==> config.mk <==
export PLATFORM = sky130hd
export DESIGN_NAME = regfile_mp
export DESIGN_NICKNAME = d
export VERILOG_FILES = /design/src/rtl/regfile_pkg.sv /design/src/rtl/regfile_wr_arb.sv /design/src/rtl/regfile_mp.sv
export SDC_FILE = /design/constraint.sdc
export NUM_CORES = 2
export LEC_CHECK = 0
export ABC_AREA = 1
export CORE_MARGIN = 3
export CORE_UTILIZATION = 30
export DETAILED_ROUTE_END_ITERATION = 12
export GPL_TIMING_DRIVEN = 0
export PLACE_DENSITY = 0.45
export REMOVE_ABC_BUFFERS = 1
export SLEW_MARGIN = 20
export SYNTH_ARGS = -nofsm -noshare
export SYNTH_HDL_FRONTEND = slang
export SYNTH_SLANG_ARGS = --single-unit
==> constraint.sdc <==
create_clock -name clk -period 3.4 [get_ports clk]
set_input_delay 0.34 -clock clk [delete_from_list [all_inputs] [get_ports clk]]
set_output_delay 0.34 -clock clk [all_outputs]
set_load 0.1 [all_outputs]
==> src/rtl/regfile_pkg.sv <==
// ============================================================================
// regfile_pkg -- shared types and default sizes for the multi-port regfile
// Rev 1.0
// ============================================================================
`default_nettype none

package regfile_pkg;

  localparam int DEF_ADDR_WIDTH = 5;
  localparam int DEF_DATA_WIDTH = 16;
  localparam int DEF_REG_COUNT  = 32;
  localparam int DEF_NUM_RD     = 2;
  localparam int DEF_NUM_WR     = 2;

  typedef enum logic [0:0] {
    IDLE  = 1'b0,
    CLEAR = 1'b1
  } clr_state_e;

endpackage

`default_nettype wire

==> src/rtl/regfile_wr_arb.sv <==
// ============================================================================
// regfile_wr_arb -- per-register write arbitration, highest port index wins
// Rev 1.0
// ============================================================================
`default_nettype none

module regfile_wr_arb
  import regfile_pkg::*;
#(
  parameter int ADDR_WIDTH = DEF_ADDR_WIDTH,
  parameter int DATA_WIDTH = DEF_DATA_WIDTH,
  parameter int REG_COUNT  = DEF_REG_COUNT,
  parameter int NUM_WR     = DEF_NUM_WR
) (
  input  logic [NUM_WR-1:0]              wr_en,
  input  logic [NUM_WR*ADDR_WIDTH-1:0]   wr_addr,
  input  logic [NUM_WR*DATA_WIDTH-1:0]   wr_data,
  input  logic                           accept,
  output logic [REG_COUNT-1:0]           reg_we,
  output logic [REG_COUNT*DATA_WIDTH-1:0] reg_wd
);

  genvar r;
  generate
    for (r = 0; r < REG_COUNT; r++) begin : g_reg
      logic                  we_r;
      logic [DATA_WIDTH-1:0] wd_r;

      // Ascending scan: a later (higher) port overrides any earlier match.
      always_comb begin
        we_r = 1'b0;
        wd_r = '0;
        for (int p = 0; p < NUM_WR; p++) begin
          if (accept && wr_en[p] &&
              (wr_addr[p*ADDR_WIDTH +: ADDR_WIDTH] == ADDR_WIDTH'(r))) begin
            we_r = 1'b1;
            wd_r = wr_data[p*DATA_WIDTH +: DATA_WIDTH];
          end
        end
      end

      assign reg_we[r]                          = we_r;
      assign reg_wd[r*DATA_WIDTH +: DATA_WIDTH] = wd_r;
    end
  endgenerate

endmodule

`default_nettype wire

==> src/rtl/regfile_mp.sv <==
// ============================================================================
// regfile_mp -- multi-port register file with pending scoreboard and bulk clear
// Rev 1.0
// ============================================================================
`default_nettype none

module regfile_mp
  import regfile_pkg::*;
#(
  parameter int ADDR_WIDTH = DEF_ADDR_WIDTH,
  parameter int DATA_WIDTH = DEF_DATA_WIDTH,
  parameter int REG_COUNT  = DEF_REG_COUNT,
  parameter int NUM_RD     = DEF_NUM_RD,
  parameter int NUM_WR     = DEF_NUM_WR
) (
  input  logic                         clk,
  input  logic                         nrst,
  input  logic [NUM_WR-1:0]            wr_en,
  input  logic [NUM_WR*ADDR_WIDTH-1:0] wr_addr,
  input  logic [NUM_WR*DATA_WIDTH-1:0] wr_data,
  input  logic [NUM_RD*ADDR_WIDTH-1:0] rd_addr,
  output logic [NUM_RD*DATA_WIDTH-1:0] rd_data,
  output logic [NUM_RD-1:0]            rd_pending,
  input  logic                         rsv_en,
  input  logic [ADDR_WIDTH-1:0]        rsv_addr,
  input  logic                         clr_req,
  output logic                         clr_busy,
  output logic                         clr_done
);

  logic [DATA_WIDTH-1:0] data_q [REG_COUNT];
  logic [DATA_WIDTH-1:0] data_d [REG_COUNT];
  logic [REG_COUNT-1:0]  pend_q, pend_d;
  clr_state_e            state_q, state_d;
  logic [ADDR_WIDTH-1:0] idx_q, idx_d;
  logic                  done_q, done_d;

  logic                            idle;
  logic [REG_COUNT-1:0]            reg_we;
  logic [REG_COUNT*DATA_WIDTH-1:0] reg_wd;
  logic [REG_COUNT-1:0]            rsv_hit;

  assign idle = (state_q == IDLE);

  // Writes are only accepted in IDLE, so reg_we also qualifies the read bypass.
  regfile_wr_arb #(
    .ADDR_WIDTH (ADDR_WIDTH),
    .DATA_WIDTH (DATA_WIDTH),
    .REG_COUNT  (REG_COUNT),
    .NUM_WR     (NUM_WR)
  ) u_wr_arb (
    .wr_en   (wr_en),
    .wr_addr (wr_addr),
    .wr_data (wr_data),
    .accept  (idle),
    .reg_we  (reg_we),
    .reg_wd  (reg_wd)
  );

  genvar g;
  generate
    for (g = 0; g < REG_COUNT; g++) begin : g_rsv
      assign rsv_hit[g] = idle && rsv_en && (rsv_addr == ADDR_WIDTH'(g));
    end
  endgenerate

  always_comb begin
    state_d = state_q;
    idx_d   = idx_q;
    done_d  = 1'b0;
    case (state_q)
      IDLE: begin
        if (clr_req) begin
          state_d = CLEAR;
          idx_d   = '0;
        end
      end
      CLEAR: begin
        if (idx_q == ADDR_WIDTH'(REG_COUNT - 1)) begin
          state_d = IDLE;
          idx_d   = '0;
          done_d  = 1'b1;
        end else begin
          idx_d = idx_q + ADDR_WIDTH'(1);
        end
      end
      default: begin
        state_d = IDLE;
        idx_d   = '0;
      end
    endcase
  end

  // Reservation beats a same-cycle write; the clear sweep beats everything.
  always_comb begin
    for (int r = 0; r < REG_COUNT; r++) begin
      data_d[r] = data_q[r];
      pend_d[r] = pend_q[r];
      if (reg_we[r]) begin
        data_d[r] = reg_wd[r*DATA_WIDTH +: DATA_WIDTH];
        pend_d[r] = 1'b0;
      end
      if (rsv_hit[r]) begin
        pend_d[r] = 1'b1;
      end
      if (!idle && (idx_q == ADDR_WIDTH'(r))) begin
        data_d[r] = '0;
        pend_d[r] = 1'b0;
      end
    end
  end

  always_ff @(posedge clk) begin
    if (!nrst) begin
      state_q <= IDLE;
      idx_q   <= '0;
      done_q  <= 1'b0;
      pend_q  <= '0;
      for (int r = 0; r < REG_COUNT; r++) begin
        data_q[r] <= '0;
      end
    end else begin
      state_q <= state_d;
      idx_q   <= idx_d;
      done_q  <= done_d;
      pend_q  <= pend_d;
      for (int r = 0; r < REG_COUNT; r++) begin
        data_q[r] <= data_d[r];
      end
    end
  end

  // Addresses at or above REG_COUNT match no register and read back as zero.
  generate
    for (g = 0; g < NUM_RD; g++) begin : g_rd
      logic [ADDR_WIDTH-1:0] addr;
      logic [DATA_WIDTH-1:0] val;
      logic                  pnd;

      assign addr = rd_addr[g*ADDR_WIDTH +: ADDR_WIDTH];

      always_comb begin
        val = '0;
        pnd = 1'b0;
        for (int r = 0; r < REG_COUNT; r++) begin
          if (addr == ADDR_WIDTH'(r)) begin
            val = reg_we[r] ? reg_wd[r*DATA_WIDTH +: DATA_WIDTH] : data_q[r];
            pnd = pend_q[r];
          end
        end
      end

      assign rd_data[g*DATA_WIDTH +: DATA_WIDTH] = val;
      assign rd_pending[g]                       = pnd;
    end
  endgenerate

  assign clr_busy = !idle;
  assign clr_done = done_q;

endmodule

`default_nettype wire

==> run metrics <==
Fin. Hold Viols=0; Ys Warns=0; Clock Skews=between 0.02 and 0.03 ns; layout cells sized above 1=between 10% and 20%; CTS H-tree lvls=3; die height=~350 um; FF-to-FF Start=clr_busy$_SDFF_PN0_; largest net degree at the start of global routing=34; CP dominant cell by count=nand4_1; number of global-route vias before repair=between 30k and 40k; fin area=around 46000 um^2; RR Endpoint=data_q[1][156]$_SDFF_PP0_; share of the synthesized area in the top cell type=~31%; row count=125; Area contributors post-synth=dfxtp_1 (31%), nand2_1 (19%), inv_1 (8.3%); clock-pin slew on the worst setup and hold paths=0.06 ns; hold worst-path end=data_q[0][20]$_SDFF_PP0_; Critical Path AT=around 5 ns; CTS root buf=clkbuf_16; GR Overflow Total=0; depth of the most critical reg-to-reg path=11; Max FO, Critical Path=6; Avg Inst Size Synth=~5.9 um^2; sequential fraction of the synthesis area=a little under a third; Cell Pwr Density=~380 nW/um^2; First DRT Iteration DRCs=5685; crit path capture type=primary output; slack of the critical path=-1.894 ns; number of synthesized flops with an enable pin=0; CP max stage delay=around 0.4 ns; Core ar.=116700 um^2; CP delay by family, top=simple AND/OR/NAND/NOR gates; FMAX=188.9 MHz; full die area=about 120000 um^2; Max-slew headroom=approximately 20%; number of synthesized register bits=551; Sink Count=between 500 and 600; Syn-to-layout area delta=28.60%; CP Buf/Inv Count=6; Mapped Cells=5956; mapped cell area=roughly 35000 um^2; Setup-failing EPs final=34; first-pass GRT wire length=between 200 and 300 mm; clock latency on the worst-skew pair=between 0.6 and 0.7 ns; maximum clock path buffer count=3; Worst Tran Pin Value=between 1 and 1.5 ns; WS Path Type=reg -> out; Yosys cell types=49; Critical Path RT=around 3.1 ns; Starting Density=30.36%; via/cell ratio=between 5 and 6; commonest cells in the netlist=nand2_1 (1764), inv_1 (784), nor2_1 (628), dfxtp_1 (551), nand3_1 (450); hold path depth=3; failing checks=negative setup slack; RSZ-0062 raised after global routing=true; HPWL Detailed=around 150 mm; maximum VDD drop=0.3174 mV; All-Layer GR Usage=33.55%; count leader, synth=nand2_1; Synth area leader=dfxtp_1; Fillers=12.54k; Post-DRT Antenna Nets=0; Synth async-reset ratio=0%; Port Buffers=between 90 and 100; Primary FF master, synth=dfxtp_1; die width=349.6 um; fin. max-slew vios=0; total power after layout=about 17 mW; DP Area=roughly 39000 um^2; I/O Pins=a little under 100; final setup TNS=-56.78 ns; Hold-fix buffers, CTS=0; status=finished with violations; drc violations=0; max-cap violation count=0; via count=approximately 44k; DR WL/cell=~28 um; FF-to-FF setup slack=around 0.32 ns; worst hold path class=in -> reg; fin nets=roughly 6.2k; GPL Wtd Cong=about 0.97; min-delay src=wr_data[20]; DRT Wirelength=214.0 mm; period utilization=155.7%; CTS Buf Count=between 70 and 80; crit path time final=approximately 5.3 ns; CTS tree=yes; antenna violations before repair=8; drt pass-1 iters=6; Critical Path Slowest Stage Cell=dfxtp_4; Startpoint Class=register; Pleak=between 20 and 25 nW
==> metrics by stage <==
step / setup slack, ns / utilization [%] / hold WS [ns] / instances
finish: -1.894 / 39.04 / 0.2187 / 7679
global route: -1.962 / 39.03 / 0.2216 / 7676
CTS: -1.978 / 37.83 / 0.1846 / 7621
detailed placement: -4.225 / 33.44 / 0.4528 / 7367
global placement: -5.125 / 31.65 / 0.4503 / 7242
floorplan: -1.518 / - / 0.4409 / 5620
==> repair_timing <==
| action | in CTS | in global routing |
|---|---|---|
| pin swaps | 225 | 327 |
| resized for setup | 755 | 244 |
| buffers inserted | 114 | 53 |
| gates cloned | 13 | 4 |
| endpoints found under the setup margin | 126 | 40 |
==> cell type report <==
| type | instances | area (um^2) | area share [%] |
|---|---|---|---|
| Inverter | 841 | 3239 | 7.112 |
| Clock buffer | 114 | 2150 | 4.719 |
| Timing Repair Buffer | 388 | 4476 | 9.826 |
| Tap cell | 1524 | 1907 | 4.186 |
| Sequential cell | 551 | 11040 | 24.23 |
| Antenna cell | 4 | 10.01 | 0.02198 |
| Multi-Input combinational cell | 4243 | 22590 | 49.59 |
| Timing Repair inverter | 1 | 5.005 | 0.01099 |
| Clock inverter | 13 | 138.9 | 0.3049 |
==> worst max path at each step <==
stage                             start           to  slack (ns)  cells after the start
floorplan           clr_busy$_SDFF_PN0_  rd_data[15]       -1.52                     21
global placement             rd_addr[7]  rd_data[25]       -5.13                     23
detailed placement           rd_addr[9]  rd_data[25]       -4.22                     23
CTS                 clr_busy$_SDFF_PN0_  rd_data[11]       -1.98                     27
global route        clr_busy$_SDFF_PN0_  rd_data[10]       -1.96                     25
finish              clr_busy$_SDFF_PN0_  rd_data[21]       -1.89                     28
==> logic make-up (layout without fill, tap and decap cells) <==
logic type / after synthesis / in the layout / share of synthesized area (%)
simple gates: 3329 / 3344 / 39.98
buf+inv: 1177 / 1357 / 12.82
compound gates: 892 / 892 / 15.82
flops: 551 / 551 / 31.14
fa+ha+maj: 6 / 6 / 0.2119
xor+xnor: 1 / 1 / 0.02473
other cells: 0 / 4 / 0
==> flip-flops by register name, indices dropped and copies added, names as in the netlist <==
register	count
data_q	512
idx_q	5
clr_done	1
pend_q	32
clr_busy	1
==> report_power, final <==
part / leakage (nW) / switching, mW / internal, mW
Combinational: 14.7 / 2.18 / 0.722
Clock: 1.12 / 3.36 / 4.42
Sequential: 4.45 / 0.0249 / 6.53
Total: 20.3 / 5.56 / 11.7
==> worst reg2reg max path: cells and delay by family, from the launching register on <==
family / cells / cell delay, ns
simple gates: 4 / 1.08
buf+inv: 4 / 1.07
compound gates: 3 / 0.52
flops: 1 / 0.37
==> routing by layer <==
layer,vias up,part of all wire (%),track usage [%]
li1,19735,-,-
met1,21088,40,43.49
met2,2559,43,52.48
met3,577,9.9,6.656
met4,2,6.7,17.80
met5,-,0.0051,0.5887
==> cell usage in the layout (no fill, tap or decap), types with 33 or more instances in the layout <==
master	instances
a21oi_1	281
a221oi_1	127
a31oi_1	52
buf_12	46
buf_4	156
buf_6	82
clkbuf_16	72
dfxtp_1	548
inv_1	750
inv_2	42
nand2_1	1628
nand2_2	108
nand3_1	325
nand3_2	97
nand3_4	34
nand4_1	182
nor2_1	447
nor2_2	144
nor2_4	78
nor3_1	166
o211ai_1	159
o21ai_0	163
o21ai_1	35
or2_2	33
Note: power is estimated with default switching activity, not from simulation.
